--- src/rtl/interrupt_controller.sv ---
// Edge-triggered interrupt controller: maskable channels with lowest-index priority,
// plus one non-maskable line that can preempt a single level of IRQ service.
module interrupt_controller #(
  parameter int unsigned N_IRQ      = 8,
  parameter int unsigned VEC_W      = 32,
  parameter logic [31:0] VEC_BASE   = 32'h0000_0200,
  parameter logic [31:0] VEC_STRIDE = 32'h0000_0010,
  parameter logic [31:0] NMI_VEC    = 32'h0000_0180
) (
  input  logic             clk,
  input  logic             rst,
  input  logic [N_IRQ-1:0] irq_in,
  input  logic             nmi_in,
  input  logic             mask_we,
  input  logic [N_IRQ-1:0] mask_wdata,
  input  logic             int_ack,
  input  logic             int_done,
  output logic             int_req,
  output logic             int_nmi,
  output logic [3:0]       int_id,
  output logic [VEC_W-1:0] int_vec,
  output logic             in_service,
  output logic [N_IRQ-1:0] pending_q,
  output logic [N_IRQ-1:0] mask_q
);

  typedef enum logic [2:0] {StIdle, StReq, StSvc, StNmiReq, StNmiSvc} state_e;

  state_e             state_q, state_d;
  logic [N_IRQ-1:0]   irq_prev_q;
  logic               nmi_prev_q;
  logic               nmi_pend_q;
  logic [3:0]         int_id_q, int_id_d;
  logic               int_nmi_q, int_nmi_d;
  logic [VEC_W-1:0]   int_vec_q, int_vec_d;
  logic [3:0]         saved_id_q, saved_id_d;
  logic               preempt_q, preempt_d;
  logic [N_IRQ-1:0]   eligible;
  logic [N_IRQ-1:0]   id_onehot;
  logic [N_IRQ-1:0]   irq_clr;
  logic               nmi_clr;
  logic [3:0]         low_id;

  function automatic logic [VEC_W-1:0] chan_vec(logic [3:0] id);
    logic [VEC_W-1:0] base, stride, idx;
    base   = VEC_W'(VEC_BASE);
    stride = VEC_W'(VEC_STRIDE);
    idx    = VEC_W'(id);
    return base + stride * idx;
  endfunction

  assign eligible = pending_q & ~mask_q;

  // Downward scan so the lowest eligible index is the one left standing.
  always_comb begin
    low_id = '0;
    for (int k = N_IRQ - 1; k >= 0; k--) begin
      if (eligible[k]) low_id = 4'(k);
    end
  end

  always_comb begin
    id_onehot = '0;
    for (int k = 0; k < N_IRQ; k++) begin
      id_onehot[k] = (int_id_q == 4'(k));
    end
  end

  always_comb begin
    state_d    = state_q;
    int_id_d   = int_id_q;
    int_nmi_d  = int_nmi_q;
    int_vec_d  = int_vec_q;
    saved_id_d = saved_id_q;
    preempt_d  = preempt_q;
    irq_clr    = '0;
    nmi_clr    = 1'b0;
    unique case (state_q)
      StIdle: begin
        if (nmi_pend_q) begin
          state_d   = StNmiReq;
          int_nmi_d = 1'b1;
          int_id_d  = '0;
          int_vec_d = VEC_W'(NMI_VEC);
          preempt_d = 1'b0;
        end else if (|eligible) begin
          state_d   = StReq;
          int_nmi_d = 1'b0;
          int_id_d  = low_id;
          int_vec_d = chan_vec(low_id);
        end
      end
      StReq: begin
        if (int_ack) begin
          state_d = StSvc;
          irq_clr = id_onehot;
        end
      end
      StSvc: begin
        // End-of-service beats a coinciding NMI; the NMI is then taken from idle.
        if (int_done) begin
          state_d = StIdle;
        end else if (nmi_pend_q) begin
          state_d    = StNmiReq;
          saved_id_d = int_id_q;
          preempt_d  = 1'b1;
          int_nmi_d  = 1'b1;
          int_id_d   = '0;
          int_vec_d  = VEC_W'(NMI_VEC);
        end
      end
      StNmiReq: begin
        if (int_ack) begin
          state_d = StNmiSvc;
          nmi_clr = 1'b1;
        end
      end
      StNmiSvc: begin
        if (int_done) begin
          if (preempt_q) begin
            state_d   = StSvc;
            int_id_d  = saved_id_q;
            int_nmi_d = 1'b0;
            int_vec_d = chan_vec(saved_id_q);
            preempt_d = 1'b0;
          end else begin
            state_d = StIdle;
          end
        end
      end
      default: state_d = StIdle;
    endcase
  end

  always_ff @(posedge clk) begin
    if (rst) begin
      state_q    <= StIdle;
      irq_prev_q <= '0;
      nmi_prev_q <= 1'b0;
      pending_q  <= '0;
      nmi_pend_q <= 1'b0;
      mask_q     <= '1;
      int_id_q   <= '0;
      int_nmi_q  <= 1'b0;
      int_vec_q  <= '0;
      saved_id_q <= '0;
      preempt_q  <= 1'b0;
    end else begin
      state_q    <= state_d;
      irq_prev_q <= irq_in;
      nmi_prev_q <= nmi_in;
      // A fresh edge on the acknowledged line wins over the clear.
      pending_q  <= (pending_q & ~irq_clr) | (irq_in & ~irq_prev_q);
      nmi_pend_q <= (nmi_pend_q & ~nmi_clr) | (nmi_in & ~nmi_prev_q);
      if (mask_we) mask_q <= mask_wdata;
      int_id_q   <= int_id_d;
      int_nmi_q  <= int_nmi_d;
      int_vec_q  <= int_vec_d;
      saved_id_q <= saved_id_d;
      preempt_q  <= preempt_d;
    end
  end

  assign int_req    = (state_q == StReq) || (state_q == StNmiReq);
  assign in_service = (state_q == StSvc) || (state_q == StNmiSvc) ||
                      ((state_q == StNmiReq) && preempt_q);
  assign int_id     = int_id_q;
  assign int_nmi    = int_nmi_q;
  assign int_vec    = int_vec_q;

endmodule
--- config.mk ---
export PLATFORM = sky130hd
export DESIGN_NAME = interrupt_controller
export DESIGN_NICKNAME = d
export VERILOG_FILES = /design/src/rtl/interrupt_controller.sv
export SDC_FILE = /design/constraint.sdc
export NUM_CORES = 1
export LEC_CHECK = 0
export CAP_MARGIN = 20
export CORE_ASPECT_RATIO = 1.5
export CORE_MARGIN = 2
export CORE_UTILIZATION = 30
export DETAILED_ROUTE_END_ITERATION = 7
export GPL_TIMING_DRIVEN = 0
export SLEW_MARGIN = 5
export SYNTH_ARGS = -nofsm -noshare
export SYNTH_HDL_FRONTEND = slang
export SYNTH_SLANG_ARGS = --single-unit
--- constraint.sdc ---
create_clock -name clk -period 1.9 [get_ports clk]
set_input_delay 0.57 -clock clk [delete_from_list [all_inputs] [get_ports clk]]
set_output_delay 0.57 -clock clk [all_outputs]
set_load 0.05 [all_outputs]
Word-level counts from Yosys, hierarchy flattened

Index checks and enable logic that the tools add are counted.

Equality and inequality tests: 20
Bitwise logic cells: 13
$add $sub $neg: 2
Reductions and logical operators: 12
Mux-type cells: 45

Operators with widths:

| kind                  | number |
|---|---|
| $mux 32               | 6 |
| $pmux 32 s3           | 1 |
| $mux 4                | 13 |
| $and 8x8->8           | 3 |
| $mux 3                | 8 |
| $not 8->8             | 3 |
| $add 10x8->11 const A | 2 |
| $eq 4x3->1 const B    | 4 |
| $mux 8                | 2 |
| $pmux 3 s5            | 1 |
| $ne 2x2->1 const B    | 7 |
| $pmux 4 s3            | 1 |
| $mux 1                | 10 |
| $reduce_and 5->1      | 2 |
| $eq 4x2->1 const B    | 2 |
| $or 8x8->8            | 1 |
| $reduce_or 8->1       | 1 |
| $eq 3x2->1 const B    | 2 |
| $ne 3x3->1 const B    | 2 |
| $pmux 1 s3            | 2 |
| $reduce_and 6->1      | 1 |
| $eq 4x1->1 const B    | 1 |
| $logic_not 4->1       | 1 |
| $eq 3x1->1 const B    | 1 |
| 10 further kinds      | 15 |

Output and inout port bits: 55
Input bits: 22
Word-level logic and storage cells: 103
Register bits: 71

Longest topological paths before layout

Gate-level depths: netlist of run 1.

Depth after elaboration: 14
Depth in mapped cells: 6
Mapped depth without buffers: 5

Least setup slack after synthesis of run 1

Ideal clock, no wire load.

Path kind: register -> register
From: register mask_q[0]
To: register int_vec_q[7], in the netlist int_vec[7]
Buffers on the path: 0
Data required time: 1.764 ns
Setup time: 0.136 ns
Cell stages (with the launch flop): 6
Period minus slack after synthesis: 1.960 ns
Path slack: -0.060 ns
Arrival time: 1.824 ns
Path through: dfxtp_1 > nand2b_1 > or3b_4 > or3b_4 > a21oi_1 > a311oi_2

Cells in the longest elaborated chain, start to end: 7
Elaborated cells between the ends (all ways): 10
Classes of those cells: 1 x add/sub; 1 x eq/ne; 4 x mux; 2 x bitwise; 2 x reduce/logical

Ends and longest elaborated chain:

| element                  | RTL line | text |
|---|---|---|
| start: declaration       | 24       | `output logic [N_IRQ-1:0] mask_q` |
| start signal: assignment | 155      | `if (mask_we) mask_q <= mask_wdata;` |
| $not 8->8 *              | 52       | `assign eligible = pending_q & ~mask_q;` |
| $and 8x8->8 *            | 52       |  |
| $mux 4                   | 58       | `if (eligible[k]) low_id = 4'(k);` |
| $add 10x8->11            | 49       | `return base + stride * idx;` |
| $mux 32                  | 86       | `end else if (\|eligible) begin` |
| $mux 32                  | 80       | `if (nmi_pend_q) begin` |
| $pmux 32 s3              | 78       | `unique case (state_q)` |
| end signal: assignment   | 158      | `int_vec_q <= int_vec_d;` |
| end: declaration         | 35       | `logic [VEC_W-1:0] int_vec_q, int_vec_d;` |

Mark *: on every way between the ends. The rest lies on a longest branch, timed or not. The select of a mux whose other input is x is not followed.
A chain may end at the register's enable or synchronous reset.

Worst setup path in the final report of run 1

From: register pending_q[5]
To: output port pending_q[5]

RTL lines:

| element                  | RTL line | text |
|---|---|---|
| start: declaration       | 23       | `output logic [N_IRQ-1:0] pending_q,` |
| start signal: assignment | 153      | `pending_q <= (pending_q & ~irq_clr) \| (irq_in & ~irq_prev_q);` |

No word-level cell between the ends.

==> run_results.csv, run 1 <==
group,metric,value,unit
synthesis,ys_seq_elements,41,
synthesis,syn_avg_cell_area,8.671,um2
detailed_routing,dr.pass1.iters,4,
setup_path,worstPathCellList,"clkdlybuf4s15_1",
worst_hold_path,min-delay-start,"irq_prev_q[4]",
setup_path,cp-startpoint,"pending_q[5]",
synthesis,synth_area,0.002107,mm2
detailed_routing,wl_per_cell,13.56,um
global_routing,grtUsageTotal,0.1442,
synthesis,yosysWarnings,0,
global_routing,grt_pass1_vias,1704,
synthesis,postSynthCellCount,243,
setup_path,reg2regPathDepth,5,
setup_path,cpPeakStageDelay,0.55,ns
placement,dp_hpwl,4.178,mm
die,io_pins,77,
cts,clkLatencyLatePin,0.29,ns
synthesis,synth_compound_area_frac,0.1847,
pwr,p_leak,1.271,nW
job,maxCapViolations,0,
synthesis,synth_top_family_by_area,"simple AND/OR/NAND/NOR gates",
setup_path,crit_path_top_delay_cell,"clkdlybuf4s15_1",
synthesis,synth_xor_area_frac,0,
setup_path,worst-path-stages,1,
die,start_util,0.3075,
detailed_routing,wl,5.493,mm
layout,drive_gt1_frac,0.2141,
die,row_count,37,
cts,cts_buffers,5,
layout,final_cell_mix,"dfxtp_1, buf_4, conb_1",
sta,post-route-min-period,1.857,ns
setup_path,r2r-start,"state_q[1]",
detailed_routing,vias_per_cell,4.630,
layout,final_common_cell,"dfxtp_1",
layout,stdcell_area,0.002913,mm2
sta,maxSlewViolCount,0,
setup_path,path_max_fanout,4,
placement,port_buffers,49,
cts,root_buffer,"clkbuf_8",
sta,period_share,0.9775,
sta,worst_pin_slew,0.5722,ns
cts,h-tree-depth,2,
pwr,ir_worst_vdd,723.9,uV
sta,report.final.setup_viol,0,
synthesis,synth_area_leaders,"dfxtp_1, buf_4, a21oi_1, nand2b_1, nor2b_1",
synthesis,synth.area.mux_share,0.03800,
setup_path,cp-end-kind,"output port",
global_routing,grt_remaining_overflow,0,
synthesis,synth-edff-count,0,
sta,fin_skew,0.003862,ns
die,core,0.006852,mm2
synthesis,synth-adder-area-share,0,
placement,postPlaceCellArea,0.002794,mm2
global_routing,grt_pass1_wl,8.500,mm
synthesis,netlist.area_leader.share,0.3895,
setup_path,cp-start-kind,"register",
cts,clock_sinks,41,
layout,synthToLayoutAreaGrowth,38.24,%
detailed_routing,ant_nets,0,
layout,diodes,0,
global_routing,grt_max_degree,12,
pwr,powerDensity,1154,mW/mm2
worst_hold_path,min_path_type,"register to register",
setup_path,cp.required,1.33,ns
cts,hold_buffers,0,
sta,hold_slack,0.4811,ns
sta,fmax,538.5,MHz
synthesis,yosys.area.top_type,"dfxtp_1",
layout,final_cell_count_no_fill,405,
status,status,"completed",
setup_path,cp_top_family,"buffers and inverters",
placement,gp_congestion,0.8855,
synthesis,synthArstFlopShare,0,
die,die_y,106.6,um
cts,clk_path_buf_depth,2,
detailed_routing,drc_errors,0,
detailed_routing,wl_met3,313,um
synthesis,ys.flop_type,"dfxtp_1",
cts,path_clk_slew,0.07,ns
layout,fin_util,0.4251,
synthesis,ys_types,46,
setup_path,crit_buf_inv,1,
die,die_w,72.43,um
global_routing,antenna_found_initial,0,
detailed_routing,vias,1875,
cts,cts_tree,"built",
setup_path,worst_ep_arrival_time,1.29,ns
layout,fin_nets,349,
detailed_routing,wl_met2,2.729,mm
sta,finalHoldViolCount,0,
synthesis,yosysSeqAreaShare,0.3895,
detailed_routing,wl_met1,2.300,mm
setup_path,path_class,"register to output port",
detailed_routing,topRoutingLayerUsed,"met4",
detailed_routing,drtIter0Drc,101,
synthesis,synth_simple_gate_area_share,0.2476,
die,dieArea,0.007723,mm2
worst_hold_path,hold_depth,2,
placement,dp.cells,395,
sta,slew_headroom,0.6185,
## state kept, by name (all words and copies together), names as in the netlist
signal and cells:
irq_prev_q 8, mask_q 8, pending_q 8, int_id 4
saved_id_q 4, int_vec 3, state_q 3, nmi_pend_q 1
nmi_prev_q 1, preempt_q 1
## per-stage QoR
stage	setup TNS, ns	power, W	worst slack (ns)
floorplan	-0.007973	0.002308	-0.007973
global placement	-4.848	0.002776	-0.5109
detailed placement	-4.726	0.002789	-0.5104
CTS	-0.5441	0.003337	-0.1642
global route	-0.01950	0.003535	-0.01950
finish	0	0.003360	0.04284
## cells in the mapped netlist, types with 2 or more instances
master	n
o31ai_1	4
mux2i_1	8
nand2_1	18
clkbuf_1	6
buf_2	2
inv_1	5
nand2b_1	18
or3b_2	2
o21ai_0	14
or3b_4	2
nand4_1	2
dfxtp_1	41
nor2_1	12
a21oi_1	25
nor2b_1	15
or3_1	3
a211oi_1	3
nor4_1	2
buf_4	30
nand3_1	3
nand3b_1	3
## logic make-up (layout without fill, tap and decap cells)
family / Yosys count / in the layout
AOI/OAI and AO/OA: 60 / 60
other: 1 / 26
and+or+nand+nor: 88 / 88
buffers and inverters: 45 / 104
muxes: 8 / 8
DFF: 41 / 41
## final cells by class
class,count,area (um2)
buffer,39,275.3
clock buffer,7,86.33
fill,731,3939
inverter,6,22.52
multi-input combinational,182,1117
sequential,41,827.0
tap,78,97.59
timing repair buffer,52,486.7
## path summary, 6_finish.rpt
check	endpoint	slack, ns
worst max-delay path	pending_q[5]	0.04
worst min-delay path	pending_q[4]	0.48
worst max register to register	int_vec[9]	0.16
worst min register to register	pending_q[4]	0.48
## per-layer routing
| metal | GRT usage | up-vias |
|---|---|---|
| li1 | - | 959 |
| met1 | 0.1694 | 843 |
| met2 | 0.2490 | 62 |
| met3 | 0.03008 | 11 |
| met4 | 0.06217 | 0 |
| met5 | 0 | - |
## power by group
group	switching [W]	total, W	leakage (nW)	internal [W]
Sequential	0.000125	0.00111	0.340	0.000980
Combinational	0.00110	0.00168	0.886	0.000579
Clock	0.000287	0.000575	0.0443	0.000288
## worst register-to-register path: stages, from the launching register on
cell	delay, ns
dfxtp_1	0.49
buf_2	0.29
nor2b_1	0.20
o21ai_0	0.16
or3_1	0.36
o211a_1	0.14
## timing repair
item / in CTS / in global routing
endpoints found under the setup margin: 34 / 16
gates resized for setup: 48 / 16
buffers inserted: 1 / 2
No activity file was read; power rests on OpenSTA's default activity.
==> inputs of run 2 (changes only) <==
- PLACE_DENSITY: unset -> 0.6
- SLEW_MARGIN: 5 -> unset
==> results of run 2 <==
No change in the layout: final DEF, timing and power equal those of run 1.
==> inputs of run 3 (changes only) <==
==> constraint.sdc (replaced) <==
create_clock -name clk -period 1.9 [get_ports clk]
set_input_delay 0.285 -clock clk [delete_from_list [all_inputs] [get_ports clk]]
set_output_delay 0.285 -clock clk [all_outputs]
set_load 0.05 [all_outputs]
==> run_results.csv, run 3 (synthesis gave the netlist of run 1 again) <==
group,metric,value,unit
setup_path,cp-start-kind,"register",
setup_path,crit_path_top_delay_cell,"clkdlybuf4s50_1",
placement,place_ws,-0.2030,ns
sta,report.final.setup_viol,0,
layout,fin_nets,349,
placement,gp_congestion,0.8678,
global_routing,grt_pass1_vias,1672,
worst_hold_path,hold_depth,2,
die,core,0.006852,mm2
setup_path,reg2regPathDepth,5,
sta,maxSlewViolCount,0,
layout,reg.largest.list,"irq_prev_q: 8 flops, mask_q: 8 flops, pending_q: 8 flops",
detailed_routing,drc_errors,0,
die,die_y,106.6,um
setup_path,r2r_setup_slack,0.17,ns
detailed_routing,wl_per_cell,13.08,um
die,dieArea,0.007723,mm2
cts,h-tree-depth,2,
setup_path,cp_top_family,"buffers and inverters",
global_routing,grt_max_degree,13,
detailed_routing,ant_nets,0,
die,die_w,72.43,um
layout,final_common_cell,"clkdlybuf4s50_1",
sta,worst_pin_slew,0.5873,ns
detailed_routing,drtIter0Drc,76,
cts,clock_sinks,41,
layout,diodes,0,
cts,clk_path_buf_depth,2,
job,maxCapViolations,0,
sta,finalHoldViolCount,0,
cts,cts_buffers,5,
setup_path,cp.required,1.62,ns
placement,dp_hpwl,4.086,mm
global_routing,grt_remaining_overflow,0,
detailed_routing,wl,5.311,mm
detailed_routing,dr.pass1.iters,4,
sta,tns,0,ns
detailed_routing,vias_per_cell,4.653,
die,io_pins,77,
setup_path,crit_buf_inv,1,
cts,root_buffer,"clkbuf_8",
sta,slew_headroom,0.6084,
worst_hold_path,min-delay-start,"irq_prev_q[5]",
pwr,p_leak,1.241,nW
global_routing,antenna_found_initial,0,
layout,multi_input_area,0.001095,mm2
setup_path,cpPeakStageDelay,0.84,ns
die,start_util,0.3075,
setup_path,r2r-start,"state_q[2]",
layout,synthToLayoutAreaGrowth,38.12,%
setup_path,r2r-end,"int_vec[9]",
setup_path,worstPathCellList,"clkdlybuf4s50_1",
sta,rsz0062_at_grt,"false",
layout,drive_gt1_frac,0.1860,
global_routing,grt_pass1_wl,8.286,mm
setup_path,path_max_fanout,5,
worst_hold_path,holdPathEnd,"pending_q[5]",
die,row_count,37,
setup_path,cp-end-kind,"output port",
sta,period_share,0.9782,
layout,register_area,824.5,um2
cts,cts_tree,"built",
detailed_routing,vias,1889,
placement,port_buffers,49,
global_routing,grtUsageTotal,0.1384,
sta,layout_setup_ws,0.04140,ns
sta,fmax,538.0,MHz
pwr,powerDensity,1162,mW/mm2
setup_path,path_class,"register to output port",
sta,fin_skew,0.01209,ns
layout,n_fill_cell,699,
sta,post-route-min-period,1.859,ns
cts,clkLatencyLatePin,0.30,ns
setup_path,worst_ep_arrival_time,1.57,ns
status,status,"completed",
pwr,ir_worst_vdd,703.0,uV
cts,path_clk_slew,0.08,ns
layout,final_cell_mix,"clkdlybuf4s50_1, dfxtp_1, buf_4",
worst_hold_path,min_path_type,"register to register",
run 3: metrics by stage:
stage               instance area (um2)  total power, W  utilization  hold WS, ns  cells
floorplan                          2205        0.002303            -       0.3566    268
global route                       2910        0.003555       0.4248       0.5003    406
CTS                                2892        0.003376       0.4220       0.4805    403
detailed placement                 2793        0.002771       0.4076       0.4698    395
finish                             2910        0.003381       0.4248       0.4813    406
global placement                   2793        0.002767       0.4076       0.4705    395
run 3: area by class of cell:
| class | instances | area share |
|---|---|---|
| buffer | 39 | 0.09243 |
| sequential | 41 | 0.2833 |
| inverter | 6 | 0.007739 |
| multi-input combinational | 182 | 0.3762 |
| clock inverter | 1 | 0.001720 |
| clock buffer | 7 | 0.03310 |
| timing repair buffer | 52 | 0.1720 |
| tap | 78 | 0.03353 |
run 3: power by group:
| part | switching, W | internal (W) | total, W |
|---|---|---|---|
| logic | 0.00107 | 0.000587 | 0.00166 |
| clock network | 0.000297 | 0.000328 | 0.000625 |
| registers | 0.000122 | 0.000975 | 0.00110 |
run 3: per-layer routing:
layer | global-route usage | part of all wire | vias up
li1 | - | - | 952
met1 | 0.1621 | 0.41 | 853
met2 | 0.2405 | 0.50 | 69
met3 | 0.02726 | 0.054 | 15
met4 | 0.05952 | 0.030 | 0
met5 | 0 | 0 | -
run 3: timing repair:
action | CTS | global route
pin swaps | 0 | 0
setup buffers | 0 | 3
hold buffers | 0 | 0
setup endpoints to repair | 6 | 4
resized for setup | 13 | 3
run 3: how the worst max path moves through the flow:
| stage | startpoint | end | slack, ns | depth (start not counted) |
|---|---|---|---|---|
| after floorplan | mask_q[5] | int_vec[7] | 0.0002 | 5 |
| after global placement | state_q[2] | in_service | -0.22 | 3 |
| after detailed placement | state_q[2] | in_service | -0.20 | 3 |
| after CTS | pending_q[5] | pending_q[5] | 0.02 | 1 |
| after global routing | int_id[3] | int_id[3] | 0.01 | 1 |
| final | int_id[3] | int_id[3] | 0.04 | 1 |
run 3: worst reg2reg max path: cells and delay by family (launching register included):
family / cells / cell delay [ns]
simple gates: 2 / 0.55
compound gates: 2 / 0.44
flops: 1 / 0.37
buf+inv: 1 / 0.25
